[config.mk]
export PLATFORM = sky130hd
export DESIGN_NAME = alu_seq
export DESIGN_NICKNAME = d
export VERILOG_FILES = /design/src/rtl/alu_seq.sv
export SDC_FILE = /design/constraint.sdc
export NUM_CORES = 1
export LEC_CHECK = 0
export ABC_AREA = 1
export CORE_MARGIN = 8
export CORE_UTILIZATION = 45
export DETAILED_ROUTE_END_ITERATION = 12
export SLEW_MARGIN = 20
export SYNTH_ARGS = -nofsm -noshare
export SYNTH_HDL_FRONTEND = slang
export SYNTH_SLANG_ARGS = --single-unit
[constraint.sdc]
create_clock -name i_CLK -period 6.9 [get_ports i_CLK]
set_input_delay 1.38 -clock i_CLK [delete_from_list [all_inputs] [get_ports i_CLK]]
set_output_delay 1.38 -clock i_CLK [all_outputs]
set_load 0.01 [all_outputs]
[src/rtl/alu_seq.sv]
// Sequential ALU: single-cycle arithmetic/logic/shift ops with registered result and flags,
// plus iterative unsigned multiply (shift-add) and divide (restoring) behind start/busy/done.
module alu_seq #(
    parameter int unsigned WIDTH = 8,
    parameter int unsigned SHW   = $clog2(WIDTH)
) (
    input  logic             i_CLK,
    input  logic             i_RST,
    input  logic             i_Start,
    input  logic [4:0]       i_ALUOp,
    input  logic [WIDTH-1:0] i_Data1,
    input  logic [WIDTH-1:0] i_Data2,
    output logic [WIDTH-1:0] o_Result,
    output logic [WIDTH-1:0] o_ResultHi,
    output logic             o_Busy,
    output logic             o_Done,
    output logic             o_Z,
    output logic             o_S,
    output logic             o_C,
    output logic             o_OF
);

    localparam logic [4:0] OpPd1  = 5'd0;
    localparam logic [4:0] OpPd2  = 5'd1;
    localparam logic [4:0] OpAdd  = 5'd2;
    localparam logic [4:0] OpSub  = 5'd3;
    localparam logic [4:0] OpAdc  = 5'd4;
    localparam logic [4:0] OpSbb  = 5'd5;
    localparam logic [4:0] OpAnd  = 5'd6;
    localparam logic [4:0] OpOr   = 5'd7;
    localparam logic [4:0] OpXor  = 5'd8;
    localparam logic [4:0] OpNot  = 5'd9;
    localparam logic [4:0] OpShl  = 5'd10;
    localparam logic [4:0] OpShr  = 5'd11;
    localparam logic [4:0] OpSar  = 5'd12;
    localparam logic [4:0] OpRol  = 5'd13;
    localparam logic [4:0] OpRor  = 5'd14;
    localparam logic [4:0] OpMulu = 5'd15;
    localparam logic [4:0] OpDivu = 5'd16;

    localparam logic [SHW:0] CntInit = (SHW+1)'(WIDTH);
    localparam logic [SHW:0] CntOne  = (SHW+1)'(1);

    typedef enum logic [1:0] {StIdle, StMul, StDiv} state_e;

    state_e           state_q;
    logic [WIDTH-1:0] hi_q, lo_q, opnd_q;
    logic [SHW:0]     cnt_q;

    // Shifter: counts >= WIDTH are flagged separately, so only the low SHW bits steer the shift.
    logic [SHW-1:0]   sh_amt;
    logic             sh_big;
    logic [WIDTH:0]   shl_ext, shr_ext, sar_ext;
    logic [WIDTH-1:0] rol_res, ror_res;

    assign sh_amt  = i_Data2[SHW-1:0];
    assign sh_big  = |(i_Data2 >> SHW);
    assign shl_ext = {1'b0, i_Data1} << sh_amt;
    assign shr_ext = {i_Data1, 1'b0} >> sh_amt;
    assign sar_ext = $signed({i_Data1, 1'b0}) >>> sh_amt;
    assign rol_res = WIDTH'(({i_Data1, i_Data1} << sh_amt) >> WIDTH);
    assign ror_res = WIDTH'({i_Data1, i_Data1} >> sh_amt);

    logic [WIDTH:0]   sum;
    logic [WIDTH-1:0] sc_res, sc_hi;
    logic             sc_z, sc_s, sc_c, sc_of, sc_zs;

    always_comb begin
        sum    = '0;
        sc_res = '0;
        sc_hi  = '0;
        sc_c   = o_C;
        sc_of  = o_OF;
        sc_zs  = 1'b1;
        case (i_ALUOp)
            OpPd1: begin sc_res = i_Data1; sc_zs = 1'b0; end
            OpPd2: begin sc_res = i_Data2; sc_zs = 1'b0; end
            OpNot: begin sc_res = ~i_Data1; sc_zs = 1'b0; end
            OpAdd, OpAdc: begin
                sum    = {1'b0, i_Data1} + {1'b0, i_Data2}
                       + {{WIDTH{1'b0}}, (i_ALUOp == OpAdc) & o_C};
                sc_res = sum[WIDTH-1:0];
                sc_c   = sum[WIDTH];
                sc_of  = (i_Data1[WIDTH-1] == i_Data2[WIDTH-1])
                         && (sum[WIDTH-1] != i_Data1[WIDTH-1]);
            end
            OpSub, OpSbb: begin
                sum    = {1'b0, i_Data1} - {1'b0, i_Data2}
                       - {{WIDTH{1'b0}}, (i_ALUOp == OpSbb) & o_C};
                sc_res = sum[WIDTH-1:0];
                sc_c   = sum[WIDTH];
                sc_of  = (i_Data1[WIDTH-1] != i_Data2[WIDTH-1])
                         && (sum[WIDTH-1] != i_Data1[WIDTH-1]);
            end
            OpAnd: begin sc_res = i_Data1 & i_Data2; sc_c = 1'b0; sc_of = 1'b0; end
            OpOr:  begin sc_res = i_Data1 | i_Data2; sc_c = 1'b0; sc_of = 1'b0; end
            OpXor: begin sc_res = i_Data1 ^ i_Data2; sc_c = 1'b0; sc_of = 1'b0; end
            OpShl: begin
                if (sh_big) begin
                    sc_res = '0;
                    sc_c   = 1'b0;
                end else if (sh_amt != '0) begin
                    sc_res = shl_ext[WIDTH-1:0];
                    sc_c   = shl_ext[WIDTH];
                end else begin
                    sc_res = i_Data1;
                end
                sc_of = sc_res[WIDTH-1] ^ i_Data1[WIDTH-1];
            end
            OpShr: begin
                if (sh_big) begin
                    sc_res = '0;
                    sc_c   = 1'b0;
                end else if (sh_amt != '0) begin
                    sc_res = shr_ext[WIDTH:1];
                    sc_c   = shr_ext[0];
                end else begin
                    sc_res = i_Data1;
                end
                sc_of = sc_res[WIDTH-1] ^ i_Data1[WIDTH-1];
            end
            OpSar: begin
                if (sh_big) begin
                    sc_res = {WIDTH{i_Data1[WIDTH-1]}};
                    sc_c   = i_Data1[WIDTH-1];
                end else if (sh_amt != '0) begin
                    sc_res = sar_ext[WIDTH:1];
                    sc_c   = sar_ext[0];
                end else begin
                    sc_res = i_Data1;
                end
                sc_of = sc_res[WIDTH-1] ^ i_Data1[WIDTH-1];
            end
            // WIDTH is a power of two, so the low SHW count bits are already n mod WIDTH.
            OpRol: begin
                if (sh_amt != '0) begin
                    sc_res = rol_res;
                    sc_c   = rol_res[0];
                end else begin
                    sc_res = i_Data1;
                end
                sc_of = sc_res[WIDTH-1] ^ i_Data1[WIDTH-1];
            end
            OpRor: begin
                if (sh_amt != '0) begin
                    sc_res = ror_res;
                    sc_c   = ror_res[WIDTH-1];
                end else begin
                    sc_res = i_Data1;
                end
                sc_of = sc_res[WIDTH-1] ^ i_Data1[WIDTH-1];
            end
            // Only reached with a zero divisor; non-zero divisors go to the iterative path.
            OpDivu: begin
                sc_res = '1;
                sc_hi  = i_Data1;
                sc_c   = 1'b0;
                sc_of  = 1'b1;
            end
            default: sc_zs = 1'b0;
        endcase
        sc_z = sc_zs ? (sc_res == '0) : o_Z;
        sc_s = sc_zs ? sc_res[WIDTH-1] : o_S;
    end

    // One iteration step of each multi-cycle operation.
    logic [WIDTH:0]   mul_sum, div_sh;
    logic [WIDTH-1:0] mul_hi_n, mul_lo_n, div_hi_n, div_lo_n, div_diff;
    logic             div_ge;

    assign mul_sum  = {1'b0, hi_q} + {1'b0, {WIDTH{lo_q[0]}} & opnd_q};
    assign mul_hi_n = mul_sum[WIDTH:1];
    assign mul_lo_n = {mul_sum[0], lo_q[WIDTH-1:1]};
    assign div_sh   = {hi_q, lo_q[WIDTH-1]};
    assign div_ge   = div_sh >= {1'b0, opnd_q};
    assign div_diff = WIDTH'(div_sh - {1'b0, opnd_q});
    assign div_hi_n = div_ge ? div_diff : div_sh[WIDTH-1:0];
    assign div_lo_n = {lo_q[WIDTH-2:0], div_ge};

    always_ff @(posedge i_CLK or posedge i_RST) begin
        if (i_RST) begin
            state_q    <= StIdle;
            hi_q       <= '0;
            lo_q       <= '0;
            opnd_q     <= '0;
            cnt_q      <= '0;
            o_Result   <= '0;
            o_ResultHi <= '0;
            o_Busy     <= 1'b0;
            o_Done     <= 1'b0;
            o_Z        <= 1'b0;
            o_S        <= 1'b0;
            o_C        <= 1'b0;
            o_OF       <= 1'b0;
        end else begin
            o_Done <= 1'b0;
            case (state_q)
                StIdle: begin
                    if (i_Start) begin
                        if (i_ALUOp == OpMulu) begin
                            opnd_q  <= i_Data1;
                            lo_q    <= i_Data2;
                            hi_q    <= '0;
                            cnt_q   <= CntInit;
                            o_Busy  <= 1'b1;
                            state_q <= StMul;
                        end else if (i_ALUOp == OpDivu && i_Data2 != '0) begin
                            opnd_q  <= i_Data2;
                            lo_q    <= i_Data1;
                            hi_q    <= '0;
                            cnt_q   <= CntInit;
                            o_Busy  <= 1'b1;
                            state_q <= StDiv;
                        end else begin
                            o_Result   <= sc_res;
                            o_ResultHi <= sc_hi;
                            o_Z        <= sc_z;
                            o_S        <= sc_s;
                            o_C        <= sc_c;
                            o_OF       <= sc_of;
                            o_Done     <= 1'b1;
                        end
                    end
                end
                StMul: begin
                    hi_q  <= mul_hi_n;
                    lo_q  <= mul_lo_n;
                    cnt_q <= cnt_q - CntOne;
                    if (cnt_q == CntOne) begin
                        o_Result   <= mul_lo_n;
                        o_ResultHi <= mul_hi_n;
                        o_C        <= |mul_hi_n;
                        o_OF       <= |mul_hi_n;
                        o_Z        <= ~|{mul_hi_n, mul_lo_n};
                        o_S        <= mul_hi_n[WIDTH-1];
                        o_Busy     <= 1'b0;
                        o_Done     <= 1'b1;
                        state_q    <= StIdle;
                    end
                end
                StDiv: begin
                    hi_q  <= div_hi_n;
                    lo_q  <= div_lo_n;
                    cnt_q <= cnt_q - CntOne;
                    if (cnt_q == CntOne) begin
                        o_Result   <= div_lo_n;
                        o_ResultHi <= div_hi_n;
                        o_C        <= 1'b0;
                        o_OF       <= 1'b0;
                        o_Z        <= ~|div_lo_n;
                        o_S        <= div_lo_n[WIDTH-1];
                        o_Busy     <= 1'b0;
                        o_Done     <= 1'b1;
                        state_q    <= StIdle;
                    end
                end
                default: state_q <= StIdle;
            endcase
        end
    end

endmodule

After elaboration in Yosys (flattened, before gate mapping)

Cells that the tools add are included.

Bits of input ports: 24
Bits in registers: 52
Output and inout bits: 22
Logic and storage cells: 199

Add/subtract/negate cells: 7
Magnitude comparators: 1
Multiplexer cells: 91
Reduce and logical (&&, ||, !) cells: 32
Equal/unequal tests: 38
Bitwise logic cells: 12
Shifts and indexed selects: 5

Operators with widths:

| operator              | count |
|---|---|
| $mux W8               | 33 |
| $pmux W8 S14          | 1 |
| $pmux W8 S3           | 4 |
| $eq A5 B4 Y1 const B  | 8 |
| $mux W1               | 36 |
| $eq A5 B3 Y1 const B  | 4 |
| $add A8 B8 Y9         | 2 |
| $and A8 B8 Y8         | 2 |
| $reduce_or A16 Y1     | 1 |
| $reduce_or A8 Y1      | 2 |
| $shl A16 B3 Y16       | 1 |
| $shr A16 B3 Y8        | 1 |
| $reduce_and A7 Y1     | 2 |
| $reduce_or A13 Y1     | 1 |
| $mux W4               | 3 |
| $ne A2 B2 Y1 const B  | 6 |
| $ne A4 B4 Y1 const B  | 3 |
| $pmux W1 S3           | 4 |
| $reduce_and A12 Y1    | 1 |
| $reduce_and A3 Y1     | 4 |
| $eq A5 B2 Y1 const B  | 2 |
| $ne A10 B3 Y1 const B | 1 |
| $add A9 B1 Y9         | 1 |
| $ge A9 B8 Y1          | 1 |
| 42 further kinds      | 62 |

Longest topological paths before layout

Gate-level depths: netlist of run 1.

Word-level depth: 11
Mapped depth: 19

Least setup slack after synthesis of run 1

OpenSTA, ideal clock, no wires.

Kind: input-to-reg
Start: input port i_ALUOp[0]
End: register o_Z
Library setup time: 77 ps
Buffers on the path: 2
Arrival time: 3462 ps
Data required time: 6823 ps
Stages: 16
Path slack: 3361 ps
Cells stage by stage: buf_6 > nor2_2 > buf_2 > nand4_1 > fa_1 > inv_1 > fa_1 > nand2_1 > nand2_1 > nor3_2 > nand3_1 > nor2_1 > nand2_1 > nor2_1 > nand4_1 > a21oi_1

Word-level cells in the longest chain between the ends: 10

RTL lines:

| element                                        | line   | text |
|---|---|---|
| from (decl)                                    | 10     | `input logic [4:0] i_ALUOp,` |
| $eq A5 B3 Y1, on equally long branches         | n/a    |  |
| $and A1 B1 Y1, on equally long branches        | 89, 81 |  |
| $sub A9 B1 Y9 or $add A9 B1 Y9 (tied branches) | 89, 81 |  |
| $pmux W8 S14                                   | 75     | `case (i_ALUOp)` |
| $logic_not A8 Y1                               | 162    | `sc_z = sc_zs ? (sc_res == '0) : o_Z;` |
| $mux W1                                        | 162    |  |
| $mux W1                                        | 207    | `end else if (i_ALUOp == OpDivu && i_Data2 != '0) begin` |
| $mux W1                                        | 200    | `if (i_ALUOp == OpMulu) begin` |
| $mux W1                                        | 199    | `if (i_Start) begin` |
| $pmux W1 S3                                    | 197    | `case (state_q)` |
| to (signal assigned)                           | 217    | `o_Z <= sc_z;` |
| to (signal assigned)                           | 234    | `o_Z <= ~\|{mul_hi_n, mul_lo_n};` |
| to (signal assigned)                           | 250    | `o_Z <= ~\|div_lo_n;` |
| to (decl)                                      | 17     | `output logic o_Z,` |

Parallel ways exist; a longest one is shown, timed or not. The select of a mux whose other input is x is not followed.
A chain may end at the register's enable or synchronous reset.

Final worst setup path of run 1

Start: input port i_Data2[1]
End: register o_ResultHi[5]

Word-level cells in the longest chain between the ends: 4

RTL lines:

| element                            | line | text |
|---|---|---|
| from (decl)                        | 12   | `input logic [WIDTH-1:0] i_Data2,` |
| $reduce_bool A8 Y1                 | 207  |  |
| $logic_and A1 B1 Y1                | 207  |  |
| $ne A2 B2 Y1 (no source line)      | n/a  |  |
| $reduce_and A6 Y1 (no source line) | n/a  |  |
| to (signal assigned)               | 216  | `o_ResultHi <= sc_hi;` |
| to (signal assigned)               | 231  | `o_ResultHi <= mul_hi_n;` |
| to (signal assigned)               | 247  | `o_ResultHi <= div_hi_n;` |
| to (decl)                          | 14   | `output logic [WIDTH-1:0] o_ResultHi,` |

Every way passes these cells.

==> results of run 1 <==
## worst paths after layout
path | cells after the start | start | endpoint | slack, ns
min in group asynchronous | 3 | i_RST | cnt_q[2]$_DFFE_PP0P_ | 1.57
max | 14 | i_Data2[1] | o_ResultHi[5]$_DFFE_PP0P_ | 2.06
min reg2reg | 2 | o_Result[1]$_DFFE_PP0P_ | o_Result[1]$_DFFE_PP0P_ | 0.48
max in group asynchronous | 3 | i_RST | hi_q[5]$_DFFE_PP0P_ | 4.87
max reg2reg | 15 | o_C$_DFFE_PP0P_ | o_Z$_DFFE_PP0P_ | 3.93
min | 2 | o_Result[1]$_DFFE_PP0P_ | o_Result[1]$_DFFE_PP0P_ | 0.48
## registers in the layout, summed over array words and instances (netlist names)
register,cells
hi_q,8
lo_q,8
o_ResultHi,8
o_Result,8
opnd_q,8
cnt_q,4
state_q,2
o_Busy,1
o_C,1
o_Done,1
o_OF,1
o_S,1
o_Z,1
## layer usage
layer	GRT usage (%)	vias up
li1	-	3552
met1	32.7	3268
met4	8.05	0
met3	2.18	41
met5	0	-
met2	39.6	313
## report_power, final
group	internal [uW]	switching, uW	total [uW]
clock	136	116	251
combinational	480	812	1290
sequential	441	115	556
## through the flow
step	cell area, um2	utilization (%)
4_1_cts	7170	50.1
3_3_place_gp	7030	49.1
3_5_place_dp	7030	49.1
5_1_grt	7170	50.1
6_report	7170	50.1
2_1_floorplan	6500	-
## cells by family after synthesis
logic type               Yosys count
AO/OA/AOI/OAI                    185
XOR/XNOR                          12
adder cells (fa/ha/maj)           59
buffers and inverters            170
flip-flops                        52
AND/OR/NAND/NOR                  589
## cell usage in the layout, fill, tap and decap left out, types with 2 or more instances in the layout
master	netlist	routed
nand2_2	6	6
nor2_2	7	8
clkdlybuf4s50_1	0	45
xnor2_1	3	3
o21ai_1	15	15
clkbuf_16	0	5
xor2_1	9	9
fa_1	6	6
a22oi_1	8	8
nand4_1	24	24
dfrtp_1	52	52
nand2_1	334	334
nor4_1	3	3
inv_1	127	126
a21oi_1	51	51
nand3_1	106	106
ha_1	53	53
nor2_4	4	4
o22ai_1	10	10
buf_4	3	5
nand3b_1	4	4
a21boi_0	2	2
o211ai_1	13	13
inv_2	9	10
o221ai_2	4	4
nor3_1	11	11
or2_2	6	6
a21oi_2	2	2
o21a_1	3	3
a31oi_1	5	5
o21ai_0	66	66
nor2_1	81	80
## worst reg2reg max path, cell delays in order (launching register included)
cell	delay, ns
dfrtp_1	0.47
nand4_1	0.14
fa_1	0.45
ha_1	0.33
inv_1	0.04
nor2_1	0.07
nand3_1	0.09
nand2_1	0.08
nand2_1	0.05
nand3_1	0.09
nand2_1	0.07
nor3_1	0.38
nand3_1	0.20
nor2_1	0.12
nand4_1	0.14
a21oi_1	0.18
## final cells by class
cell class                      instances  area (um2)  area share [%]
Timing Repair Buffer                   50         488            6.80
Clock inverter                          2        13.8           0.192
Sequential cell                        52        1300            18.1
Inverter                              136         510            7.12
Clock buffer                            6         129            1.80
Multi-Input combinational cell        845        4500            62.7
Tap cell                              184         230            3.21
==> qor.yml, run 1 <==
synth_compound_area_share_pct: 16.5
coreArea_um2: 14300
ir_drop_v: 0.000130
synthArstFlopShare_pct: 100
grtUsageTotal_pct: 24.2
post_cts_buffers: 0
wl_met3_um: 1650
end_kind: "register"
critPathLaunchType: "input pin"
worst_skew_pair.late_latency_ns: 0.30
dp_slack_ns: 1.79
synth_area_leaders: "dfrtp_1, nand2_1, ha_1"
drcViolationCount: 0
layout_setup_ws_ns: 2.06
syn_area_um2: 6500
yosys.area_share.simple_pct: 38.9
ys_seq_area_share_pct: 20.0
synth-xor-area-share_pct: 1.62
outcome: "finished clean"
cts_tree: "built"
postCtsHoldBufs: 0
clockRootBuffer: "clkbuf_16"
antenna_left: 0
dieArea_um2: 18600
syn-num-nets: 1150
syn_inst: 1067
layout.nets: 1173
topRoutingLayerUsed: "met4"
yosysMostFrequentCell: "nand2_1"
critical_path.top_delay_family: "buffers and inverters"
overflow: 0
period_share_pct: 70.1
vias_per_cell: 5.63
path_cells: "clkdlybuf4s50_1 > inv_2 > nand3_1 > nor2_1 > o21ai_2 > nand2_2 > nand3_2 > nor2_2 > buf_4 > inv_1 > a21oi_1 > nand3_1 > o21ai_1 > inv_1"
grt_pass1_vias: 6505
synth-adder-area-share_pct: 12.0
portBuffers: 45
synth_top_family_by_area: "simple AND/OR/NAND/NOR gates"
synth_seq_cells: 52
antenna_found_initial: 0
die_h_um: 136
cts_buffers: 5
crit_buf_inv: 5
hpwlAfterDp_um: 17700
final.fill_count: 1531
whs_ns: 0.484
leakagePower_uw: 0.00370
path_class: "input pin to register"
ys_warn_count: 0
setup_viol: 0
cts.reportedPaths.clkPinSlew_ns: 0.07
hold_class: "register to register"
start_util_pct: 45.4
critPathArrivalTime_ns: 5.03
synth.distinct_cells: 43
avgSynthCellArea_um2: 6.09
drive_gt1_share_pct: 5.04
numClockSinks: 52
relSlewSlack_pct: 34.7
area_growth_pct: 10.3
grt_setup_unrepaired: "no"
drt_iter0_markers: 856
required_ns: 7.09
finalMaxSlewViolations: 0
dr.pass1.iters: 6
synth_top_area_share_pct: 20.0
crit_slowest_cell: "clkdlybuf4s50_1"
finClkSkew_ns: 0.0112
h-tree-depth: 2
yosysTopAreaCell: "dfrtp_1"
wl_met2_um: 10200
instances_no_fill: 1275
fin_crit_ns: 4.84
gp_congestion: 0.985
synth_flop_cell: "dfrtp_1"
hold_viol_final: 0
die_w_um: 136
drt_wl_total_um: 22500
wl_met1_um: 9880
grt_start_max_net_pins: 53
power_uw: 2100
io_pins: 46
via_count: 7174
fp-row-count: 44
slowest_delay_ns: 0.92
p_per_area_nw_per_um2: 293
grt_pass1_wl_um: 35500
max_slew.worst_pin.slew_ns: 0.977
dp_cells: 1267
diodes: 0
cp_max_fo: 25
synth_edf_count: 0
finalSetupTns_ns: 0
cts_resized: 0
clk_path_buf_depth: 2
netlist_top_cells_count: "nand2_1, inv_1, nand3_1, nor2_1, o21ai_0"
cap_violations: 0
muxShareOfSynthArea_pct: 0
timing.fmax_mhz: 207
wl_per_cell_um: 17.6
Note: power is estimated with default switching activity, not from simulation.
==> run 2: changes to the inputs <==
Clock period 6.9 ns to 4.6 ns, I/O delays scaled along.
==> qor.yml, run 2 (synthesis gave the netlist of run 1 again) <==
required_ns: 4.83  # -2.26 ns
period_share_pct: 84.1
grt_pass1_wl_um: 36400  # +2.4%
h-tree-depth: 2  # unchanged
cts_resized: 0  # unchanged
dp_cells: 1286  # +1.5%
cts_buffers: 5  # unchanged
path_class: "input pin to register"
clockRootBuffer: "clkbuf_16"
grt_setup_unrepaired: "no"
end_kind: "register"
r2r_cells: 14  # -1
die_w_um: 136  # unchanged
critPathArrivalTime_ns: 4.10  # -0.93 ns
power_uw: 3250  # +55%
fp-row-count: 44  # unchanged
max_slew.worst_pin.slew_ns: 0.723  # -0.254 ns
ff2ff_setup_slack_ns: 1.75  # -2.18 ns
dr.pass1.iters: 5  # -1
hold_class: "register to register"
cts.reportedPaths.clkPinSlew_ns: 0.08  # about the same
layout_common_cells: "nand2_1, inv_1, nand3_1"
hold_start: "o_Result[1]$_DFFE_PP0P_"
critPathLaunchType: "input pin"
vias_per_cell: 5.59  # -0.69%
reg2reg_to: "o_Z$_DFFE_PP0P_"
finalSetupTns_ns: 0  # unchanged
die_h_um: 136  # unchanged
whs_path_depth: 2  # unchanged
ir_drop_v: 0.000226  # +74%
drt_iter0_markers: 601  # -30%
antenna_left: 0  # unchanged
io_pins: 46  # unchanged
diodes: 0  # unchanged
area_growth_pct: 12.9
drcViolationCount: 0  # unchanged
timing.rr.start: "o_C$_DFFE_PP0P_"
gp_congestion: 0.978  # -0.72%
clk_path_buf_depth: 2  # unchanged
coreArea_um2: 14300  # unchanged
drt_wl_total_um: 23100  # +2.8%
numClockSinks: 52  # unchanged
hpwlAfterDp_um: 18200  # +3.3%
crit_buf_inv: 2  # -3
cp_max_fo: 11  # -56%
place_area_um2: 7170  # +2.0%
slowest_delay_ns: 0.54  # -0.38 ns
drive_gt1_share_pct: 6.67  # +1.6 points
cap_violations: 0  # unchanged
finClkSkew_ns: 0.0100  # -0.00116 ns
worst_skew_pair.late_latency_ns: 0.30  # about the same
hold_viol_final: 0  # unchanged
postCtsHoldBufs: 0  # unchanged
relSlewSlack_pct: 51.6  # +17 points
mostFrequentLayoutCell: "nand2_1"
overflow: 0  # unchanged
grt_pass1_vias: 6743  # +3.7%
finalMaxSlewViolations: 0  # unchanged
p_per_area_nw_per_um2: 442  # +51%
outcome: "finished clean"
start_util_pct: 45.4  # unchanged
via_count: 7231  # +0.79%
layout.nets: 1192  # +1.6%
hold_end: "o_Result[1]$_DFFE_PP0P_"
wl_per_cell_um: 17.8  # +1.3%
fin_crit_ns: 3.87
path_cells: "clkdlybuf4s50_1 > nor2_2 > nand4_1 > fa_1 > inv_1 > fa_1 > nand2_1 > nand2_1 > nor3_2 > nand3_1 > nor2_1 > nand2_1 > nor2_1 > nand4_1 > a21oi_1"
antenna_found_initial: 0  # unchanged
crit_slowest_cell: "clkdlybuf4s50_1"
post_cts_buffers: 0  # unchanged
cp_common_cell: "nand2_1"
cts_tree: "built"
critical_path.top_delay_family: "simple AND/OR/NAND/NOR gates"
final_area_um2: 7340  # +2.3%
timing.fmax_mhz: 258
dieArea_um2: 18600  # unchanged
setup_viol: 0  # unchanged
grt_start_max_net_pins: 34  # -36%
leakagePower_uw: 0.00380  # +2.8%
grtUsageTotal_pct: 24.8  # +0.62 points
instances_no_fill: 1294  # +1.5%
portBuffers: 45  # unchanged
[run 2: cell count changes in the layout (fill, tap and decap cells not counted)]
cell and change:
buf_4 +19, bufinv_16 +1, clkinv_2 -1
[run 2: power breakdown]
part / switching, uW / total, uW / internal (uW)
Combinational: 1240 / 1970 / 735
Sequential: 169 / 829 / 661
Clock: 185 / 444 / 260
Total: 1590 / 3250 / 1660
[run 2: per-stage QoR]
step           hold slack, ns  setup slack, ns  utilization, %
2_1_floorplan           0.445             1.52               -
3_3_place_gp            0.468            0.557            50.1
3_5_place_dp            0.470            0.466            50.1
4_1_cts                 0.489            0.792            51.3
5_1_grt                 0.514            0.410            51.3
6_report                0.486            0.730            51.3
[run 2: worst max-delay path by stage]
stage / from / endpoint / depth (start not counted)
2_1_floorplan: i_ALUOp[0] / o_Z$_DFFE_PP0P_ / 16
3_3_place_gp: i_ALUOp[0] / o_Z$_DFFE_PP0P_ / 15
3_5_place_dp: i_ALUOp[0] / o_Z$_DFFE_PP0P_ / 15
4_1_cts: i_ALUOp[0] / o_Z$_DFFE_PP0P_ / 15
5_1_grt: i_ALUOp[0] / o_Result[6]$_DFFE_PP0P_ / 17
6_report: i_ALUOp[0] / o_Z$_DFFE_PP0P_ / 15
[run 2: final cells by class]
type | count | area (um2)
clock buffer | 6 | 129
clock inverter | 2 | 38.8
inverter | 136 | 510
tap | 184 | 230
sequential | 52 | 1300
fill | 1531 | 6970
timing repair buffer | 69 | 631
multi-input combinational | 845 | 4500
[run 2: worst min-delay path, delay by kind of cell, from the launching register on]
| kind | cells | cell delay (ns) |
|---|---|---|
| flip-flops | 1 | 0.35 |
| AND/OR/NAND/NOR | 2 | 0.10 |
[run 2: metal layers]
metal / share of wire [%] / global-route usage, % / vias up
met1: 44 / 32.5 / 3293
li1: - / - / 3604
met2: 47 / 41.6 / 287
met3: 5.9 / 2.55 / 47
met5: 0 / 0 / -
met4: 2.9 / 8.42 / 0
==> run 3: changes to the inputs <==
Settings changed: PLACE_DENSITY set to 0.66.
Clock period 4.6 ns to 3.4 ns, I/O delays scaled along.
==> qor.yml, run 3 (synthesis gave the netlist of run 1 again) <==
die_w_um: 136  # unchanged
drt_wl_total_um: 23200  # +0.60%
critPathLaunchType: "input pin"
reg2reg_to: "o_ResultHi[2]$_DFFE_PP0P_"
fin_util_pct: 53.7  # +2.4 points
path_cells: "clkdlybuf4s50_1 > inv_1 > nor2_2 > nand4_1 > fa_2 > inv_1 > fa_1 > nand2_1 > a21oi_2 > nand2_1 > nand2_1 > nor2_1 > nor2_1 > nand2_1 > nor2_1 > nand3_1 > nor2_1 > nand4_1 > a21oi_1"
leakagePower_uw: 0.00401  # +5.7%
h-tree-depth: 2  # unchanged
vias_per_cell: 5.57  # -0.24%
ff2ff_setup_slack_ns: 0.61  # -1.14 ns
required_ns: 3.63  # -1.20 ns
clk_path_buf_depth: 2  # unchanged
mostFrequentLayoutCell: "nand2_1"
dr.pass1.iters: 5  # unchanged
cp_max_fo: 3  # -8
grtUsageTotal_pct: 25.2  # +0.41 points
max_slew.worst_pin.slew_ns: 0.514  # -0.209 ns
crit_slowest_cell: "clkdlybuf4s50_1"
area_growth_pct: 18.3
grt_pass1_wl_um: 36800  # +1.1%
antenna_found_initial: 0  # unchanged
cap_violations: 0  # unchanged
start_util_pct: 45.4  # unchanged
drt_iter0_markers: 779  # +30%
finalMaxSlewViolations: 0  # unchanged
cts.reportedPaths.clkPinSlew_ns: 0.07  # about the same
portBuffers: 45  # unchanged
finalSetupTns_ns: 0  # unchanged
via_count: 7448  # +3.0%
antenna_left: 0  # unchanged
path_class: "input pin to register"
worstSetupEndpoint: "o_Z$_DFFE_PP0P_"
clockRootBuffer: "clkbuf_16"
period_share_pct: 93.6
numClockSinks: 52  # unchanged
gp_congestion: 1.02  # +4.4%
r2r_cells: 12  # -2
final.fill_count: 1482  # -3.2%
post_cts_buffers: 0  # unchanged
coreArea_um2: 14300  # unchanged
critPathArrivalTime_ns: 3.41  # -0.69 ns
wl_per_cell_um: 17.4  # -2.6%
timing.fmax_mhz: 314
finClkSkew_ns: 0.00810  # -0.00193 ns
setup_viol: 0  # unchanged
dieArea_um2: 18600  # unchanged
cts_buffers: 5  # unchanged
timing.rr.start: "hi_q[1]$_DFFE_PP0P_"
p_per_area_nw_per_um2: 582  # +32%
cp.depth: 19  # +4
relSlewSlack_pct: 65.8  # +14 points
fp-row-count: 44  # unchanged
outcome: "finished clean"
end_kind: "register"
drive_gt1_share_pct: 10.9  # +4.2 points
worst_skew_pair.late_latency_ns: 0.30  # about the same
io_pins: 46  # unchanged
grt_pass1_vias: 6883  # +2.1%
hold_class: "register to register"
slowest_delay_ns: 0.47  # -0.07 ns
postCtsHoldBufs: 0  # unchanged
whs_ns: 0.484  # -0.00213 ns
overflow: 0  # unchanged
grt_start_max_net_pins: 30  # -12%
hold_viol_final: 0  # unchanged
hpwlAfterDp_um: 18700  # +2.5%
fin_crit_ns: 3.18
die_h_um: 136  # unchanged
cts_tree: "built"
layout_common_cells: "nand2_1, inv_1, nand3_1"
critical_path.top_delay_family: "simple AND/OR/NAND/NOR gates"
layout.nets: 1234  # +3.5%
crit_buf_inv: 3  # +1
diodes: 0  # unchanged
drcViolationCount: 0  # unchanged
ir_drop_v: 0.000256  # +13%
startpoint: "i_ALUOp[2]"
==> run 3: worst min-delay path, cell delays in order (launching register included) <==
cell	delay [ns]
dfrtp_1	0.35
nand2_1	0.06
nand2_1	0.05
==> run 3: what timing repair did <==
item                                   4_1_cts  5_1_grt
setup endpoints to repair                    0        9
endpoints found under the hold margin        0        0
gates resized for setup                      0        8
==> run 3: worst min path at each step <==
stage / from / end / slack [ns] / cells past startpoint
final: o_Result[1]$_DFFE_PP0P_ / o_Result[1]$_DFFE_PP0P_ / 0.48 / 2
after global routing: cnt_q[3]$_DFFE_PP0P_ / cnt_q[3]$_DFFE_PP0P_ / 0.50 / 1
after CTS: o_Result[1]$_DFFE_PP0P_ / o_Result[1]$_DFFE_PP0P_ / 0.49 / 2
after detailed placement: o_Result[1]$_DFFE_PP0P_ / o_Result[1]$_DFFE_PP0P_ / 0.47 / 2
after global placement: o_Result[1]$_DFFE_PP0P_ / o_Result[1]$_DFFE_PP0P_ / 0.47 / 2
after floorplan: cnt_q[3]$_DFFE_PP0P_ / cnt_q[3]$_DFFE_PP0P_ / 0.45 / 1
==> run 3: cell type report <==
| type | count | area, um2 | area share [%] |
|---|---|---|---|
| timing repair buffer | 111 | 946 | 12.3 |
| multi-input combinational | 845 | 4520 | 58.8 |
| tap | 184 | 230 | 2.99 |
| clock inverter | 2 | 38.8 | 0.504 |
| inverter | 136 | 510 | 6.64 |
| clock buffer | 6 | 139 | 1.81 |
| sequential | 52 | 1300 | 16.9 |
==> run 3: power breakdown <==
part	internal (uW)	switching (uW)	total (uW)
Combinational	1060	1690	2750
Sequential	894	233	1130
Clock	369	231	600
Total	2330	2150	4480
==> run 3: routing by layer <==
| metal | up-vias | part of all wire (%) | wire length [um] | GRT usage, % |
|---|---|---|---|---|
| met1 | 3371 | 43 | 9870 | 33.5 |
| met5 | - | 0 | 0 | 0 |
| met3 | 48 | 7.1 | 1640 | 2.14 |
| li1 | 3683 | - | - | - |
| met2 | 346 | 47 | 10900 | 41.5 |
| met4 | 0 | 3.6 | 844 | 9.70 |
==> run 3: per-stage QoR <==
step	std cells	power, uW	setup slack, ns	instance area, um2
floorplan	1067	2930	0.561	6500
CTS	1336	4470	0.158	7660
global placement	1328	3810	-0.111	7490
finish	1336	4480	0.218	7690
global route	1336	4870	-0.00153	7690
detailed placement	1328	3850	-0.141	7490
